## src/rtl/compair_fee_pkg.sv

```systemverilog
// ---------------------------------------------------------------------------
// compair_fee_pkg
// Shared definitions for the ComPair FEE layer readout logic.
//   NLAYERS_DEF  : default number of detector layers
//   layer_idx_t  : index type wide enough for NLAYERS_DEF layers
//   arb_state_t  : readout arbiter FSM states
// ---------------------------------------------------------------------------
package compair_fee_pkg;

    localparam int NLAYERS_DEF = 20;

    typedef logic [4:0] layer_idx_t;

    typedef enum logic [1:0] {
        IDLE,
        SETUP,
        READ,
        RELEASE
    } arb_state_t;

endpackage

```

## src/rtl/rr_pick.sv

```systemverilog
// ---------------------------------------------------------------------------
// rr_pick
// Combinational round-robin selector. It searches upward from ptr+1 and
// wraps at N. The search returns the first set bit of req, so the entry at
// ptr itself gets the lowest priority.
//   req   in  N        : request vector
//   ptr   in  clog2(N) : index of the last grant
//   valid out 1        : at least one request is set
//   idx   out clog2(N) : selected index (0 when valid=0)
// ---------------------------------------------------------------------------
module rr_pick #(
    parameter int N = 20
) (
    input  logic [N-1:0]         req,
    input  logic [$clog2(N)-1:0] ptr,
    output logic                 valid,
    output logic [$clog2(N)-1:0] idx
);

    localparam int IW = $clog2(N);

    int cand;

    // Walk the offsets from farthest to nearest. The last hit wins, so the
    // nearest set bit after ptr is the one left in idx.
    always_comb begin
        valid = 1'b0;
        idx   = '0;
        cand  = 0;
        for (int off = N; off >= 1; off--) begin
            cand = (int'(ptr) + off) % N;
            if (req[cand]) begin
                valid = 1'b1;
                idx   = IW'(cand);
            end
        end
    end

endmodule

```

## src/rtl/layer_irq_arbiter.sv

```systemverilog
// ---------------------------------------------------------------------------
// layer_irq_arbiter
// Round-robin arbiter between the per-layer interrupt pins and the shared
// layer readout engine.
// The block synchronises the active-low interrupts and masks them with
// layer_enable. It grants one layer at a time: it raises that layer's hold,
// waits HOLD_SETUP cycles, then requests a readout. A watchdog aborts a read
// that never completes.
//   sysclk           in  : system clock
//   warm_resn        in  : asynchronous active-low reset
//   layer_interruptn in  : raw asynchronous interrupts, active-low
//   layer_enable     in  : per-layer eligibility mask
//   layer_hold       out : one-hot hold to the granted layer
//   rd_req           out : readout request to the engine
//   rd_layer         out : granted layer index (valid while rd_req)
//   rd_done          in  : one-cycle pulse, readout finished
//   pending          out : synchronised, masked interrupt status
//   timeout_pulse    out : one-cycle pulse on watchdog abort
//   timeout_layer    out : layer of the most recent timeout
// ---------------------------------------------------------------------------
module layer_irq_arbiter
    import compair_fee_pkg::*;
#(
    parameter int NLAYERS     = NLAYERS_DEF,
    parameter int SYNC_STAGES = 2,
    parameter int HOLD_SETUP  = 4,
    parameter int TIMEOUT     = 65535
) (
    input  logic                       sysclk,
    input  logic                       warm_resn,
    input  logic [NLAYERS-1:0]         layer_interruptn,
    input  logic [NLAYERS-1:0]         layer_enable,
    output logic [NLAYERS-1:0]         layer_hold,
    output logic                       rd_req,
    output logic [$clog2(NLAYERS)-1:0] rd_layer,
    input  logic                       rd_done,
    output logic [NLAYERS-1:0]         pending,
    output logic                       timeout_pulse,
    output logic [$clog2(NLAYERS)-1:0] timeout_layer
);

    localparam int IW = $clog2(NLAYERS);
    localparam int CW = (HOLD_SETUP > 1) ? $clog2(HOLD_SETUP) : 1;
    localparam logic [15:0] WD_LAST = 16'(TIMEOUT - 1);

    // ---------------- interrupt synchronisers ----------------
    // The synchronisers reset to 1 (idle), so nothing is pending out of reset.
    genvar gi;
    generate
        for (gi = 0; gi < SYNC_STAGES; gi++) begin : g_sync
            logic [NLAYERS-1:0] q;
            if (gi == 0) begin : g_first
                always_ff @(posedge sysclk or negedge warm_resn) begin
                    if (!warm_resn) q <= '1;
                    else            q <= layer_interruptn;
                end
            end else begin : g_rest
                always_ff @(posedge sysclk or negedge warm_resn) begin
                    if (!warm_resn) q <= '1;
                    else            q <= g_sync[gi-1].q;
                end
            end
        end
    endgenerate

    assign pending = ~g_sync[SYNC_STAGES-1].q & layer_enable;

    // ---------------- round-robin pick ----------------
    logic          pick_valid;
    logic [IW-1:0] pick_idx;
    logic [IW-1:0] ptr_q, ptr_d;

    rr_pick #(.N(NLAYERS)) u_pick (
        .req   (pending),
        .ptr   (ptr_q),
        .valid (pick_valid),
        .idx   (pick_idx)
    );

    // ---------------- arbiter FSM ----------------
    arb_state_t         state_q, state_d;
    logic [IW-1:0]      layer_q, layer_d;
    logic [NLAYERS-1:0] hold_q, hold_d;
    logic               req_q, req_d;
    logic [CW-1:0]      cnt_q, cnt_d;
    logic [15:0]        wd_q, wd_d;
    logic               to_pulse_q, to_pulse_d;
    logic [IW-1:0]      to_layer_q, to_layer_d;

    always_ff @(posedge sysclk or negedge warm_resn) begin
        if (!warm_resn) begin
            state_q    <= IDLE;
            ptr_q      <= IW'(NLAYERS - 1);   // layer 0 is served first
            layer_q    <= '0;
            hold_q     <= '0;
            req_q      <= 1'b0;
            cnt_q      <= '0;
            wd_q       <= '0;
            to_pulse_q <= 1'b0;
            to_layer_q <= '0;
        end else begin
            state_q    <= state_d;
            ptr_q      <= ptr_d;
            layer_q    <= layer_d;
            hold_q     <= hold_d;
            req_q      <= req_d;
            cnt_q      <= cnt_d;
            wd_q       <= wd_d;
            to_pulse_q <= to_pulse_d;
            to_layer_q <= to_layer_d;
        end
    end

    always_comb begin
        state_d    = state_q;
        ptr_d      = ptr_q;
        layer_d    = layer_q;
        hold_d     = hold_q;
        req_d      = req_q;
        cnt_d      = cnt_q;
        wd_d       = wd_q;
        to_pulse_d = 1'b0;
        to_layer_d = to_layer_q;
        unique case (state_q)
            IDLE: begin
                // The grant becomes the new pointer, so this layer drops to
                // the lowest priority at the next arbitration.
                if (pick_valid) begin
                    layer_d          = pick_idx;
                    ptr_d            = pick_idx;
                    hold_d           = '0;
                    hold_d[pick_idx] = 1'b1;
                    cnt_d            = CW'(HOLD_SETUP - 1);
                    state_d          = SETUP;
                end
            end
            SETUP: begin
                if (cnt_q == '0) begin
                    req_d   = 1'b1;
                    wd_d    = '0;
                    state_d = READ;
                end else begin
                    cnt_d = cnt_q - CW'(1);
                end
            end
            READ: begin
                // If done and the watchdog expire in the same cycle, done
                // wins and no timeout is reported.
                if (rd_done) begin
                    req_d   = 1'b0;
                    hold_d  = '0;
                    state_d = RELEASE;
                end else if (wd_q == WD_LAST) begin
                    req_d      = 1'b0;
                    hold_d     = '0;
                    to_pulse_d = 1'b1;
                    to_layer_d = layer_q;
                    state_d    = RELEASE;
                end else begin
                    wd_d = wd_q + 16'd1;
                end
            end
            RELEASE: begin
                // This spare cycle keeps hold low for at least two cycles
                // between grants.
                state_d = IDLE;
            end
            default: state_d = IDLE;
        endcase
    end

    assign layer_hold    = hold_q;
    assign rd_req        = req_q;
    assign rd_layer      = layer_q;
    assign timeout_pulse = to_pulse_q;
    assign timeout_layer = to_layer_q;

endmodule

```

## config.mk

```make
export PLATFORM = sky130hd
export DESIGN_NAME = layer_irq_arbiter
export DESIGN_NICKNAME = d
export VERILOG_FILES = /design/src/rtl/compair_fee_pkg.sv /design/src/rtl/rr_pick.sv /design/src/rtl/layer_irq_arbiter.sv
export SDC_FILE = /design/constraint.sdc
export NUM_CORES = 1
export LEC_CHECK = 0
export BUFFER_PORTS_ARGS = -buffer_cell sky130_fd_sc_hd__buf_2
export CAP_MARGIN = 15
export CORE_MARGIN = 8
export CORE_UTILIZATION = 55
export DETAILED_ROUTE_END_ITERATION = 12
export GPL_TIMING_DRIVEN = 0
export PLACE_DENSITY = 0.8
export SKIP_CTS_REPAIR_TIMING = 1
export SLEW_MARGIN = 25
export SYNTH_ARGS = -nofsm -noshare
export SYNTH_HDL_FRONTEND = slang
export SYNTH_SLANG_ARGS = --single-unit
```

## constraint.sdc

```tcl
create_clock -name sysclk -period 7.5 [get_ports sysclk]
set_clock_uncertainty 0.05 [all_clocks]
set_input_delay 0.75 -clock sysclk [delete_from_list [all_inputs] [get_ports sysclk]]
set_output_delay 0.75 -clock sysclk [all_outputs]
set_load 0.03 [all_outputs]
```

## After elaboration in Yosys (flattened, before gate mapping)

Index checks and enable logic that the tools add are counted.

- Bits in registers: 97
- Bits in latches: 0
- RAM bits: 0
- ROM bits: 0
- Input bits: 43
- Output and inout bits: 52
- Logic and storage cells: 226
- Memories: 0

- Add/sub/neg operators: 22
- Multiply operators: 0
- Div/mod/pow operators: 20
- $lt $le $gt $ge: 22
- Equality and inequality tests: 10
- Shift operators: 0
- Muxes and demuxes: 125
- Bitwise gates (word level): 3
- Reductions and logical operators: 13

Operators with widths:

| cell | count |
|---|---|
| < comparator 32 x 7 -> 1 bit (second input constant) | 20 |
| remainder unit 32 x 6 -> 32 bit (second input constant) | 20 |
| binary-select mux 1 bit (select 5 bit) | 20 |
| 2-to-1 mux 5 bit | 20 |
| 2-to-1 mux 1 bit | 67 |
| 2-to-1 mux 20 bit | 3 |
| adder 5 x 4 -> 6 bit (second input constant) | 8 |
| 2-to-1 mux 16 bit | 3 |
| case mux 20 bit (2 select lines) | 1 |
| case mux 16 bit (2 select lines) | 1 |
| adder 5 x 5 -> 6 bit (second input constant) | 5 |
| adder 5 x 3 -> 6 bit (second input constant) | 4 |
| bitwise AND 20 bit | 1 |
| inverter 20 bit | 1 |
| adder 16 x 1 -> 16 bit (second input constant) | 1 |
| equality test 16 bit (second input constant) | 1 |
| AND reduction 3 bit | 5 |
| adder 5 x 2 -> 6 bit (second input constant) | 2 |
| 2-to-1 mux 2 bit | 6 |
| != test 2 bit (second input constant) | 5 |
| case mux 2 bit (4 select lines) | 1 |
| adder 5 x 1 -> 6 bit (second input constant) | 1 |
| < comparator 5 x 6 -> 1 bit (second input constant) | 1 |
| nonzero test 2 bit | 3 |
| other kinds (13) | 15 |

## Longest topological paths before layout

- Depth in word-level cells: 31
- Mapped depth: 25
- Gate-level depth less buffers: 20

## By module

Synthesis repeated with hierarchy kept, for this count alone.

- Cells, all modules: 1,492
- Area total of the unflattened synthesis: 12,290.5 µm²

By module, submodules not included:

| module | times used | cells each | area an instance (µm²) | sequential area each (µm²) |
|---|---|---|---|---|
| rr_pick | 1 | 1,171 | 8,356.8 | 0.0 |
| layer_irq_arbiter | 1 | 321 | 3,933.8 | 2,431.1 |

## Worst setup path before layout

Ideal clock, no wire load.

- Path kind: reg2reg
- Start point: register ptr_q[2]
- End point: register hold_q[4], in the netlist layer_hold[4]
- Setup time: 0.104 ns
- Arrival: 5.886 ns
- Data required time: 7.346 ns
- Setup slack: 1.461 ns
- Stages on the path, launching flop included: 24
- Path buffers: 5
- Period minus slack after synthesis: 6.039 ns
- Cell sequence: dfrtp_1 -> buf_2 -> clkbuf_1 -> inv_1 -> clkbuf_1 -> ha_1 -> a21oi_1 -> xnor2_1 -> nand2b_1 -> ha_1 -> or3b_2 -> mux2i_1 -> o32ai_1 -> or3_1 -> clkbuf_1 -> nor4b_1 -> or3_1 -> nor4_1 -> nor4bb_1 -> nand4_1 -> o211ai_1 -> clkbuf_1 -> nand2_1 -> o41ai_2

- Word-level cells in the longest chain between the ends: 31
- Elaborated cells between the ends (all ways): 149
- Classes of those cells: 20 x add/sub; 20 x div; 2 x order compare; 1 x eq/ne; 104 x mux; 2 x reduce/logical

RTL lines:

| what | RTL line | text |
|---|---|---|
| from (decl) | layer_irq_arbiter.sv:71 | `logic [IW-1:0] ptr_q, ptr_d;` |
| from (signal assigned) | layer_irq_arbiter.sv:93 | `ptr_q <= IW'(NLAYERS - 1);` |
| from (signal assigned) | layer_irq_arbiter.sv:103 | `ptr_q <= ptr_d;` |
| adder 5 x 5 -> 6 bit | rr_pick.sv:31 | `cand = (int'(ptr) + off) % N;` |
| remainder unit 32 x 6 -> 32 bit | rr_pick.sv:31 |  |
| binary-select mux 1 bit (select 5 bit) | rr_pick.sv:32 | `if (req[cand]) begin` |
| 2-to-1 mux 1 bit (implied by the code) (2 in series) | rr_pick.sv:32 |  |
| 2-to-1 mux 5 bit (20 in series) | rr_pick.sv:32 |  |
| < comparator 5 x 6 -> 1 bit (implied by the code) or greater-or-equal comparator 5 x 1 -> 1 bit (tied branches) | layer_irq_arbiter.sv:132 | `hold_d[pick_idx] = 1'b1;` |
| logical AND 1 bit (implied by the code) | layer_irq_arbiter.sv:132 |  |
| 2-to-1 mux 1 bit (implied by the code) | layer_irq_arbiter.sv:132 |  |
| demux 1 bit (select 5 bit) | layer_irq_arbiter.sv:132 |  |
| 2-to-1 mux 20 bit | layer_irq_arbiter.sv:128 | `if (pick_valid) begin` |
| case mux 20 bit (2 select lines) | layer_irq_arbiter.sv:124 | `unique case (state_q)` |
| to (signal assigned) | layer_irq_arbiter.sv:105 | `hold_q <= hold_d;` |
| to (decl) | layer_irq_arbiter.sv:83 | `logic [NLAYERS-1:0] hold_q, hold_d;` |

Several ways; a longest one is shown, not always the timed one. The select of a mux whose other input is x is not followed.
A chain may end at the register's enable or synchronous reset.

## Final worst setup path

- Start point: register ptr_q[4]
- End point: register hold_q[14], in the netlist layer_hold[14]

The elaborated chain is that of the path after synthesis.

==> impl_metrics.json <==
{
  "outcome": "complete, no violations",
  "synth_top_family_by_area": "compound AO/OA/AOI/OAI gates",
  "final_common_cell": "nand2_1",
  "cp_max_fo": 10,
  "pre_cts_ws_ns": -0.760,
  "end_kind": "flip-flop",
  "synth_compound_area_share_pct": 30.2,
  "syn_inst": 1591,
  "grt_pass1_vias": 13600,
  "antenna_left": 0,
  "hold_viol": 0,
  "ys_types": 97,
  "r2r_start": "ptr_q[4]",
  "design.core.area_um2": 22500,
  "cts_max_path_buffers": 2,
  "grt-ovfl-total": 0,
  "dr.pass1.iters": 6,
  "syn_nets": 1697,
  "cpPeakStageDelay_ns": 0.83,
  "synth-edff-count": 0,
  "finalCriticalPeriod_ns": 7.31,
  "rrSetupSlack_ns": 0.19,
  "grt_max_degree": 83,
  "fp-row-count": 55,
  "ff_latch_area_um2": 2430,
  "holdWs_ns": 0.158,
  "avgViaCountPerCell": 7.14,
  "routedWlPerCell_um": 25.2,
  "timing.final.crit_share_pct": 97.5,
  "numCtsBuffers": 9,
  "dieArea_um2": 27800,
  "timing.final.ws_setup_ns": 0.186,
  "ys_ff_latch": 95,
  "totalWireLength_um": 50100,
  "cap_violations": 0,
  "async_reset_ff_share_pct": 100,
  "setup_tns_ns": 0,
  "path_cells": "ha_1 > buf_2 > buf_2 > buf_2 > buf_1 > or3_1 > nand2_1 > a21oi_1 > ha_1 > inv_1 > a21oi_1 > a211o_1 > and2_0 > a31oi_1 > a31oi_1 > and2_1 > nand3_1 > o311ai_0 > a211oi_1 > or2_2 > clkbuf_1 > o41ai_1",
  "setup_viol": 0,
  "io_pins": 95,
  "relSlewSlack_pct": 31.7,
  "r2r_end": "layer_hold[14]",
  "synth_top_cell_by_area": "dfrtp_1",
  "fmax_ghz": 0.137,
  "nets": 1806,
  "track_usage_pct": 34.9,
  "startpoint_type": "flip-flop",
  "critical_path_required_ns": 7.69,
  "r2r_cells": 22,
  "multiInputGateArea_um2": 9540,
  "n_fill_cell": 2032,
  "gp_congestion": 1.08,
  "clk_latency_ns": 0.35,
  "synth_flop_cell": "dfrtp_1",
  "die_y_um": 167,
  "clkSinkCount": 95,
  "grt_antenna_before_repair": 1,
  "drc": 0,
  "start_util_pct": 55.6,
  "tightestPinTransition_ns": 1.02,
  "yosys_warnings": 0,
  "synth_mux_area_share_pct": 9.52,
  "layout_common_cells": "nand2_1, buf_2, nor2_1",
  "cts-root-buf": "clkbuf_16",
  "numPortBuffers": 94,
  "fin_util_pct": 61.5,
  "synth_xor_xnor_area_share_pct": 3.87,
  "synth_top_area_share_pct": 10.4,
  "drive_gt1_share_pct": 18.4,
  "syn_area_um2": 12500,
  "die_w_um": 167,
  "slowest_stage": "a31oi_1",
  "syn2layout_area_growth_pct": 10.6,
  "crit_type": "reg2reg",
  "hold_class": "in2async",
  "place.detailed.hpwl_um": 39600,
  "antenna_cells": 0,
  "drv_slew": 0,
  "htreeDepth": 3,
  "crit_top_cell": "buf_2",
  "drt_iter0_drc": 1896,
  "synth_area_leaders": "dfrtp_1, dfstp_2, ha_1",
  "arrival_ns": 7.50,
  "ys_seq_area_share_pct": 19.4,
  "tritoncts": "done",
  "via_count": 14200,
  "grt_pass1_wl_um": 77300,
  "syn_area_per_cell_um2": 7.86,
  "synth_adder_area_share_pct": 6.76,
  "path_clk_slew_ns": 0.08,
  "yosys.area_share.simple_pct": 24.9
}
==> cell type report <==
cell class,count,share of cell area (%)
plain buffers,86,2.86
clock buffers,9,1.63
clock inverters,7,0.443
inverters,74,2.04
multi-input cells,1334,68.9
flip-flops and latches,95,17.6
well taps,285,2.58
repair buffers,100,3.92
==> state kept, by name (all words and copies together) (netlist names) <==
register and count:
layer_hold 20, timeout_layer 5, state_q 2, ptr_q 5, timeout_pulse 1, g_sync.q 40, wd_q 16, cnt_q 2
rd_layer 3, rd_req 1
==> kinds of logic after synthesis <==
logic type / Yosys count
AO/OA/AOI/OAI: 525
XOR/XNOR: 51
adder cells (fa/ha/maj): 68
buffers and inverters: 162
flip-flops: 95
multiplexers: 82
AND/OR/NAND/NOR: 608
==> cell usage after synthesis (all sizes together) (18+ instances only) <==
library cell,instances
a211oi,36
a21o,20
a21oi,93
a31oi,21
and2,18
buf,41
clkbuf,47
dfrtp,52
dfstp,43
ha,62
inv,72
mux2i,38
mux4,28
nand2,146
nand2b,53
nand3,59
nand4,18
nor2,118
nor2b,27
nor3,52
o211ai,36
o21ai,91
o31ai,24
or3,23
xnor2,39
==> per-layer routing <==
layer  vias up  part of all wire [%]  GRT usage [%]
li1       6280                     -              -
met1      6814                    40           45.0
met2       923                    43           53.9
met4         0                   5.4           17.3
met3       191                    12           8.51
met5         -                     0              0
==> worst max-delay path by stage <==
stage	from	to	slack [ns]
5_1_grt	ptr_q[1]	layer_hold[0]	-0.01
2_1_floorplan	ptr_q[2]	layer_hold[4]	1.46
6_report	ptr_q[4]	layer_hold[14]	0.19
3_3_place_gp	ptr_q[2]	layer_hold[14]	-0.70
4_1_cts	ptr_q[2]	layer_hold[3]	-0.83
3_5_place_dp	ptr_q[2]	layer_hold[14]	-0.76
==> per-stage QoR <==
| step | instance area (µm²) | cells |
|---|---|---|
| final | 13800 | 1990 |
| after global routing | 13800 | 1990 |
| after CTS | 13700 | 1987 |
| after detailed placement | 13400 | 1971 |
| after global placement | 13300 | 1970 |
| after floorplan | 12500 | 1591 |
==> worst max-delay path, delay by kind of cell, from the launching register on <==
kind	cells	cell delay (ns)
buf+inv	6	1.84
compound gates	8	2.73
simple gates	6	1.28
flops	1	0.68
fa+ha+maj	2	0.57
Power is left out: the tool's default activity adds up to more than one toggle a clock period on the data nets, which glitch-free logic cannot reach.
